### src/rtl/fetch_pkg.sv
`default_nettype none
// ============================================================================
// fetch_pkg : shared types and opcode constants for the RV64 fetch stage
// Revision  : 1.0
// ============================================================================
package fetch_pkg;

    typedef enum logic [2:0] {
        IMM_I  = 3'd0,
        IMM_U  = 3'd1,
        IMM_S  = 3'd2,
        IMM_R  = 3'd3,
        IMM_SB = 3'd4,
        IMM_UJ = 3'd5
    } imm_type_e;

    localparam logic [6:0] c_op_imm    = 7'b0010011;
    localparam logic [6:0] c_op_load   = 7'b0000011;
    localparam logic [6:0] c_op_jalr   = 7'b1100111;
    localparam logic [6:0] c_op_imm32  = 7'b0011011;
    localparam logic [6:0] c_op_lui    = 7'b0110111;
    localparam logic [6:0] c_op_auipc  = 7'b0010111;
    localparam logic [6:0] c_op_store  = 7'b0100011;
    localparam logic [6:0] c_op_reg    = 7'b0110011;
    localparam logic [6:0] c_op_reg32  = 7'b0111011;
    localparam logic [6:0] c_op_branch = 7'b1100011;
    localparam logic [6:0] c_op_jal    = 7'b1101111;

    localparam logic [31:0] c_nop_instr = 32'h0000_0013;

endpackage
`default_nettype wire

### src/rtl/imm_type_decode.sv
`default_nettype none
// ============================================================================
// imm_type_decode : opcode to immediate-format code and illegal flag
// Revision        : 1.0
// ============================================================================
module imm_type_decode
    import fetch_pkg::*;
(
    input  logic [6:0] opcode,
    output logic [2:0] imm_type,
    output logic       illegal
);

    always_comb begin
        imm_type = IMM_R;
        illegal  = 1'b0;
        case (opcode)
            c_op_imm, c_op_load, c_op_jalr, c_op_imm32: imm_type = IMM_I;
            c_op_lui, c_op_auipc:                       imm_type = IMM_U;
            c_op_store:                                 imm_type = IMM_S;
            c_op_reg, c_op_reg32:                       imm_type = IMM_R;
            c_op_branch:                                imm_type = IMM_SB;
            c_op_jal:                                   imm_type = IMM_UJ;
            default:                                    illegal  = 1'b1;
        endcase
    end

endmodule
`default_nettype wire

### src/rtl/fetch_stage.sv
`default_nettype none
// ============================================================================
// fetch_stage : RV64 instruction fetch, one outstanding request, skid buffer
// Revision    : 1.0
// ============================================================================
module fetch_stage
    import fetch_pkg::*;
#(
    parameter logic [63:0] RESET_PC = 64'h0000_0000_0000_0000
) (
    input  logic        clk,
    input  logic        reset,
    output logic        imem_req_valid,
    input  logic        imem_req_ready,
    output logic [63:0] imem_req_addr,
    input  logic        imem_resp_valid,
    input  logic [31:0] imem_resp_data,
    input  logic        redirect_valid,
    input  logic [63:0] redirect_pc,
    input  logic        stall,
    output logic        ifid_valid,
    output logic [63:0] ifid_pc,
    output logic [31:0] ifid_instr,
    output logic [2:0]  ifid_imm_type,
    output logic        ifid_illegal
);

    typedef enum logic [1:0] {
        S_REQ  = 2'd0,
        S_WAIT = 2'd1,
        S_DROP = 2'd2
    } state_e;

    state_e      r_state;
    logic [63:0] r_pc;
    logic [63:0] r_req_pc;
    logic        r_skid_valid;
    logic [63:0] r_skid_pc;
    logic [31:0] r_skid_instr;
    logic        r_ifid_valid;
    logic [63:0] r_ifid_pc;
    logic [31:0] r_ifid_instr;
    logic [2:0]  r_ifid_imm_type;
    logic        r_ifid_illegal;

    logic        w_stall_to_skid;
    logic        w_req_valid;
    logic        w_req_fire;
    logic        w_resp_live;
    logic        w_from_skid;
    logic [31:0] w_load_instr;
    logic [63:0] w_load_pc;
    logic [63:0] w_redirect_target;
    logic [2:0]  w_dec_imm_type;
    logic        w_dec_illegal;

    // A response may be chased by the next request in the same cycle unless it must park in skid.
    assign w_stall_to_skid   = stall && r_ifid_valid;
    assign w_req_valid       = !reset && !redirect_valid && !r_skid_valid &&
                               ((r_state == S_REQ) ||
                                ((r_state == S_WAIT) && imem_resp_valid && !w_stall_to_skid));
    assign w_req_fire        = w_req_valid && imem_req_ready;
    assign w_resp_live       = imem_resp_valid && (r_state == S_WAIT);
    assign w_redirect_target = redirect_pc & ~64'h3;

    // IF/ID loads either the skid entry (on stall release) or the live response.
    assign w_from_skid  = r_skid_valid && !stall;
    assign w_load_instr = w_from_skid ? r_skid_instr : imem_resp_data;
    assign w_load_pc    = w_from_skid ? r_skid_pc    : r_req_pc;

    imm_type_decode u_imm_type_decode (
        .opcode   (w_load_instr[6:0]),
        .imm_type (w_dec_imm_type),
        .illegal  (w_dec_illegal)
    );

    always_ff @(posedge clk) begin
        if (reset) begin
            r_state         <= S_REQ;
            r_pc            <= RESET_PC;
            r_req_pc        <= '0;
            r_skid_valid    <= 1'b0;
            r_skid_pc       <= '0;
            r_skid_instr    <= c_nop_instr;
            r_ifid_valid    <= 1'b0;
            r_ifid_pc       <= '0;
            r_ifid_instr    <= c_nop_instr;
            r_ifid_imm_type <= IMM_I;
            r_ifid_illegal  <= 1'b0;
        end else if (redirect_valid) begin
            r_pc         <= w_redirect_target;
            r_ifid_valid <= 1'b0;
            r_skid_valid <= 1'b0;
            if (r_state == S_WAIT) begin
                r_state <= imem_resp_valid ? S_REQ : S_DROP;
            end
        end else begin
            if (w_req_fire) begin
                r_req_pc <= r_pc;
                r_pc     <= r_pc + 64'd4;
            end

            case (r_state)
                S_REQ:   if (w_req_fire) r_state <= S_WAIT;
                S_WAIT:  if (imem_resp_valid) r_state <= w_req_fire ? S_WAIT : S_REQ;
                S_DROP:  if (imem_resp_valid) r_state <= S_REQ;
                default: r_state <= S_REQ;
            endcase

            if (!stall) begin
                if (r_skid_valid || w_resp_live) begin
                    r_ifid_valid    <= 1'b1;
                    r_ifid_pc       <= w_load_pc;
                    r_ifid_instr    <= w_load_instr;
                    r_ifid_imm_type <= w_dec_imm_type;
                    r_ifid_illegal  <= w_dec_illegal;
                    r_skid_valid    <= 1'b0;
                end else begin
                    r_ifid_valid <= 1'b0;
                end
            end else if (w_resp_live) begin
                if (r_ifid_valid) begin
                    r_skid_valid <= 1'b1;
                    r_skid_pc    <= r_req_pc;
                    r_skid_instr <= imem_resp_data;
                end else begin
                    r_ifid_valid    <= 1'b1;
                    r_ifid_pc       <= w_load_pc;
                    r_ifid_instr    <= w_load_instr;
                    r_ifid_imm_type <= w_dec_imm_type;
                    r_ifid_illegal  <= w_dec_illegal;
                end
            end
        end
    end

    assign imem_req_valid = w_req_valid;
    assign imem_req_addr  = r_pc;
    assign ifid_valid     = r_ifid_valid;
    assign ifid_pc        = r_ifid_pc;
    assign ifid_instr     = r_ifid_instr;
    assign ifid_imm_type  = r_ifid_imm_type;
    assign ifid_illegal   = r_ifid_illegal;

endmodule
`default_nettype wire

### config.mk
export PLATFORM = sky130hd
export DESIGN_NAME = fetch_stage
export DESIGN_NICKNAME = d
export VERILOG_FILES = /design/src/rtl/fetch_pkg.sv /design/src/rtl/imm_type_decode.sv /design/src/rtl/fetch_stage.sv
export SDC_FILE = /design/constraint.sdc
export NUM_CORES = 1
export LEC_CHECK = 0
export CAP_MARGIN = 20
export CORE_ASPECT_RATIO = 0.9
export CORE_MARGIN = 5
export CORE_UTILIZATION = 50
export CTS_BUF_LIST = sky130_fd_sc_hd__clkbuf_8 sky130_fd_sc_hd__clkbuf_16
export DETAILED_ROUTE_END_ITERATION = 7
export DONT_BUFFER_PORTS = 1
export SKIP_LAST_GASP = 1
export SYNTH_ARGS = -nofsm -noshare
export SYNTH_HDL_FRONTEND = slang
export SYNTH_HIERARCHICAL = 1
export SYNTH_SLANG_ARGS = --single-unit
### constraint.sdc
create_clock -name clk -period 6.1 [get_ports clk]
set_input_delay 1.22 -clock clk [delete_from_list [all_inputs] [get_ports clk]]
set_output_delay 1.22 -clock clk [all_outputs]
set_load 0.05 [all_outputs]
# Word-level counts from Yosys, hierarchy flattened
# Cells that the tools add are included.
# word_totals
reg_bits	328
in_bits	102
out_inout_bits	166
word_cells	98
# classes
add_sub_neg	1
n_eq_ne	20
mux	37
n_bitwise	1
n_reduce_logical	27
# op_table
op	count
$mux 64	7
$mux 32	5
$add 64x3->64 const B	1
$eq 7x6->1 const B	4
$eq 7x5->1 const B	3
$eq 7x7->1 const B	3
$pmux 3 s5	1
$mux 1	13
$mux 2	6
$mux 3	4
$reduce_and 4->1	3
$reduce_or 11->1	1
$ne 3x3->1 const B	3
$logic_and 1x1->1	8
$eq 7x2->1 const B	1
$ne 2x1->1 const B	3
$pmux 2 s3	1
$logic_not 1->1	5
$reduce_bool 2->1	2
$reduce_or 2->1	2
$reduce_or 4->1	1
$reduce_and 3->1	1
$eq 2x1->1 const B	1
$eq 2x2->1 const B	1
5 further kinds	6

# Longest topological paths before layout
# logic_depth
depth_word	10
depth_mapped	9
ltp_nobuf	7

# Cells and area by module
# Netlist, hierarchy kept.
# modules_own_cells
mod	instances	cells_each	area_each_um2	seq_area_each_um2
fetch_stage	1	1684	13852.0	6406.1
imm_type_decode	1	21	127.6	0.0

# Worst setup path before layout
# Ideal clock, no wire load.
# synth_timing
path_kind	in2out
start	input port reset
end	output port imem_req_valid
t_arrival_ps	2123
required_ps	4880
setup_slack_ps	2757
path_stages	3
path_buffers	1
cell_sequence	clkbuf_1 -> nor4_2 -> o21a_1
# synth_between
elab_chain_cells	4
# synth_rtl
element	line	source
start: declaration	fetch_stage.sv:12	input logic reset,
$logic_not 1->1	fetch_stage.sv:59	assign w_req_valid = !reset && !redirect_valid && !r_skid_valid &&
$logic_and 1x1->1 (3 in series)	fetch_stage.sv:59	
end: declaration	fetch_stage.sv:13	output logic imem_req_valid,
# Every way passes these cells.

# Worst setup path in the final report
# Ends and elaborated chain as after synthesis.

==> impl_metrics.yaml <==
outcome:
  outcome: "finished clean"
detailed_routing:
  wl_per_cell_um: 19.5
  vias: 11700
  vias_per_cell: 5.82
  post-route-drc-count: 0
  firstDrtPassIters: 5
  drt_iter0_markers: 857
  ant_nets: 0
  routed_wl_mm: 39.1
synth:
  yosys_warnings: 6
  syn_area_um2: 14000
  ys.flop_type: "dfxtp_1"
  synthTopCellsByArea: "dfxtp_1 (46%), nand2_1 (11%), a21oi_1 (7.1%), mux2i_1 (6.7%), a211oi_1 (4.8%)"
  synth_top_family_by_area: "simple AND/OR/NAND/NOR gates"
  synthCells: 1705
  synthSimpleGateAreaFrac_pct: 24.5
  synthAdderAreaFrac_pct: 0.0895
  netlist.area_leader.share_pct: 45.8
  synth.most_common_cell: "nand2_1"
  synth_seq_area_share_pct: 45.8
  yosys-top-cells-count: "nand2_1 (411), dfxtp_1 (320), a21oi_1 (199)"
  synth_xor_area_share_pct: 0.251
  ys_ff_latch: 320
  synth_mux_area_share_pct: 8.42
  syn_area_per_cell_um2: 8.20
  yosysTopAreaCell: "dfxtp_1"
  ys_async_sr_fraction_pct: 0
  synth_compound_area_share_pct: 16.5
  synth_cell_types: 70
  synth-edff-count: 0
worst_setup_path:
  timing.rr.end: "imem_req_addr[56]"
  regToRegSetupSlack_ns: 2.78
  arrival_ns: 2.81
  crit_type: "in -> out"
  reg2reg_depth: 6
  cp_slowest_cell: "nor4_2"
  crit_required_ns: 4.88
  start_kind: "input pin"
  cp-startpoint: "reset"
  path_cells: "nor4_2 -> o21a_1"
  r2r-start: "imem_req_addr[2]"
  cp.buffers_inverters: 0
  cp-end-kind: "output pin"
  slowest_delay_ns: 0.61
  crit_fanout: 296
  cp_top_family: "simple AND/OR/NAND/NOR gates"
placement:
  numPortBuffers: 0
  routabilityCongestion: 0.817
  hpwl_mm: 24.7
clocking:
  tritoncts: "yes"
  ctsHtreeMaxLevel: 2
  clk_path_buf_depth: 3
  cts.sinks: 320
  cts.clk_slew.worst_paths_ns: 0.05
  clock_latency_ns: 0.50
  cts_buffers: 35
  cts-resized-gates: 0
  cts-root-buf: "clkbuf_16"
  hold_buffers: 0
  post-cts-setup-buffer-count: 0
sta:
  rsz0062_at_grt: "no"
  clock.fmax_ghz: 0.248
  final.period_utilization_pct: 66.0
  skew_ns: 0.00966
  setup_viol: 0
  fin_tns_setup_ns: 0
  relSlewSlack_pct: 28.6
  hold_slack_ns: 0.451
  finalCriticalPeriod_ns: 4.03
  worst_slew_pin_slew_ns: 1.06
  hold_viol: 0
  drv_slew: 0
grt:
  grt_start_max_net_pins: 297
  grt_pass1_vias: 10700
  grt_pass1_wl_mm: 60.8
  grtUsageTotal_pct: 23.8
  antenna_found_initial: 4
  overflow: 0
layout:
  fillers: 2684
  drive_above_1_share_pct: 6.93
  syn_to_final_growth_pct: 8.27
  final_net_count: 1726
power:
  ir_worst_vdd_uv: 194
  p_per_area_nw_per_um2: 297
  p_leak_nw: 5.51
floorplanning:
  row_count: 58
  io_pins: 268
  die_w_um: 186
  core-area_um2: 27800
  dieArea_um2: 31400
  die_h_um: 169
  initial_core_util_pct: 50.3
worst_hold_path:
  worstHoldStart: "r_skid_pc[52]"
  holdCritPathClass: "reg -> reg"
  min_path_cells: 2
  min_to: "r_skid_pc[52]"
run:
  drv_cap: 0
==> registers in the layout, summed over array words and instances, names as in the netlist <==
signal / count
ifid_pc: 62
imem_req_addr: 62
r_req_pc: 62
r_skid_pc: 62
ifid_instr: 32
r_skid_instr: 32
ifid_imm_type: 3
r_state: 2
ifid_illegal: 1
ifid_valid: 1
r_skid_valid: 1
==> routing by layer <==
metal  share of wire (%)  vias to the layer above  GRT usage (%)  wire, um
li1                    -                     5852              -         -
met1                  44                     5473           32.6     17100
met2                  46                      295           36.7     17900
met3                 8.9                       44           7.78      3460
met4                 1.6                        4           5.45       614
met5               0.087                        -              0        34
==> area by class of cell <==
type	instances	area [um2]	area share (%)
flip-flops and latches	320	6410	42.3
clock inverters	14	65.1	0.430
clock buffers	44	1020	6.75
inverters	13	48.8	0.322
well taps	360	450	2.98
multi-input cells	1238	7010	46.3
repair buffers	15	133	0.876
diodes	2	5.00	0.0331
==> worst max-delay path by stage <==
stage	cells after the start	to	slack, ns
3_3_place_gp	6	ifid_pc[45]	2.38
3_5_place_dp	6	ifid_instr[22]	2.31
6_report	2	imem_req_valid	2.07
4_1_cts	2	imem_req_valid	2.71
5_1_grt	2	imem_req_valid	2.62
2_1_floorplan	3	imem_req_valid	2.76
==> layout by cell type (no fill, tap or decap), types with 14 or more instances in the layout <==
cell,netlist,layout
nand2_1,411,411
dfxtp_1,320,320
a21oi_1,199,199
nor2_1,118,117
mux2i_1,94,94
a211oi_1,89,88
nand3_1,44,44
clkbuf_16,0,37
nand4_1,34,34
mux2_2,19,19
inv_1,13,19
nor4_1,19,19
nor3_1,18,17
o21ai_0,17,17
or4_1,16,16
a31oi_1,16,16
buf_4,5,14
==> logic make-up after synthesis <==
logic type               Yosys count
AO/OA/AOI/OAI                    376
XOR/XNOR                           4
adder cells (fa/ha/maj)            1
buffers and inverters            150
flip-flops                       320
multiplexers                     115
other                              1
AND/OR/NAND/NOR                  738
==> through the flow <==
step	setup WS (ns)	cell area [um2]	utilization (%)	cells	total power, mW
2_1_floorplan	2.76	14000	-	1708	2.51
3_3_place_gp	2.38	14000	50.4	1945	2.53
4_1_cts	2.71	15100	54.3	2003	4.53
5_1_grt	2.62	15100	54.5	2006	4.66
3_5_place_dp	2.31	14000	50.4	1945	2.53
6_report	2.07	15100	54.5	2006	4.49
==> where the power goes <==
part | switching (mW) | internal, mW
Combinational | 0.0918 | 0.0617
Sequential | 0.199 | 2.13
Clock | 0.828 | 1.18
Total | 1.12 | 3.37
(Power assumes the default switching activity.)
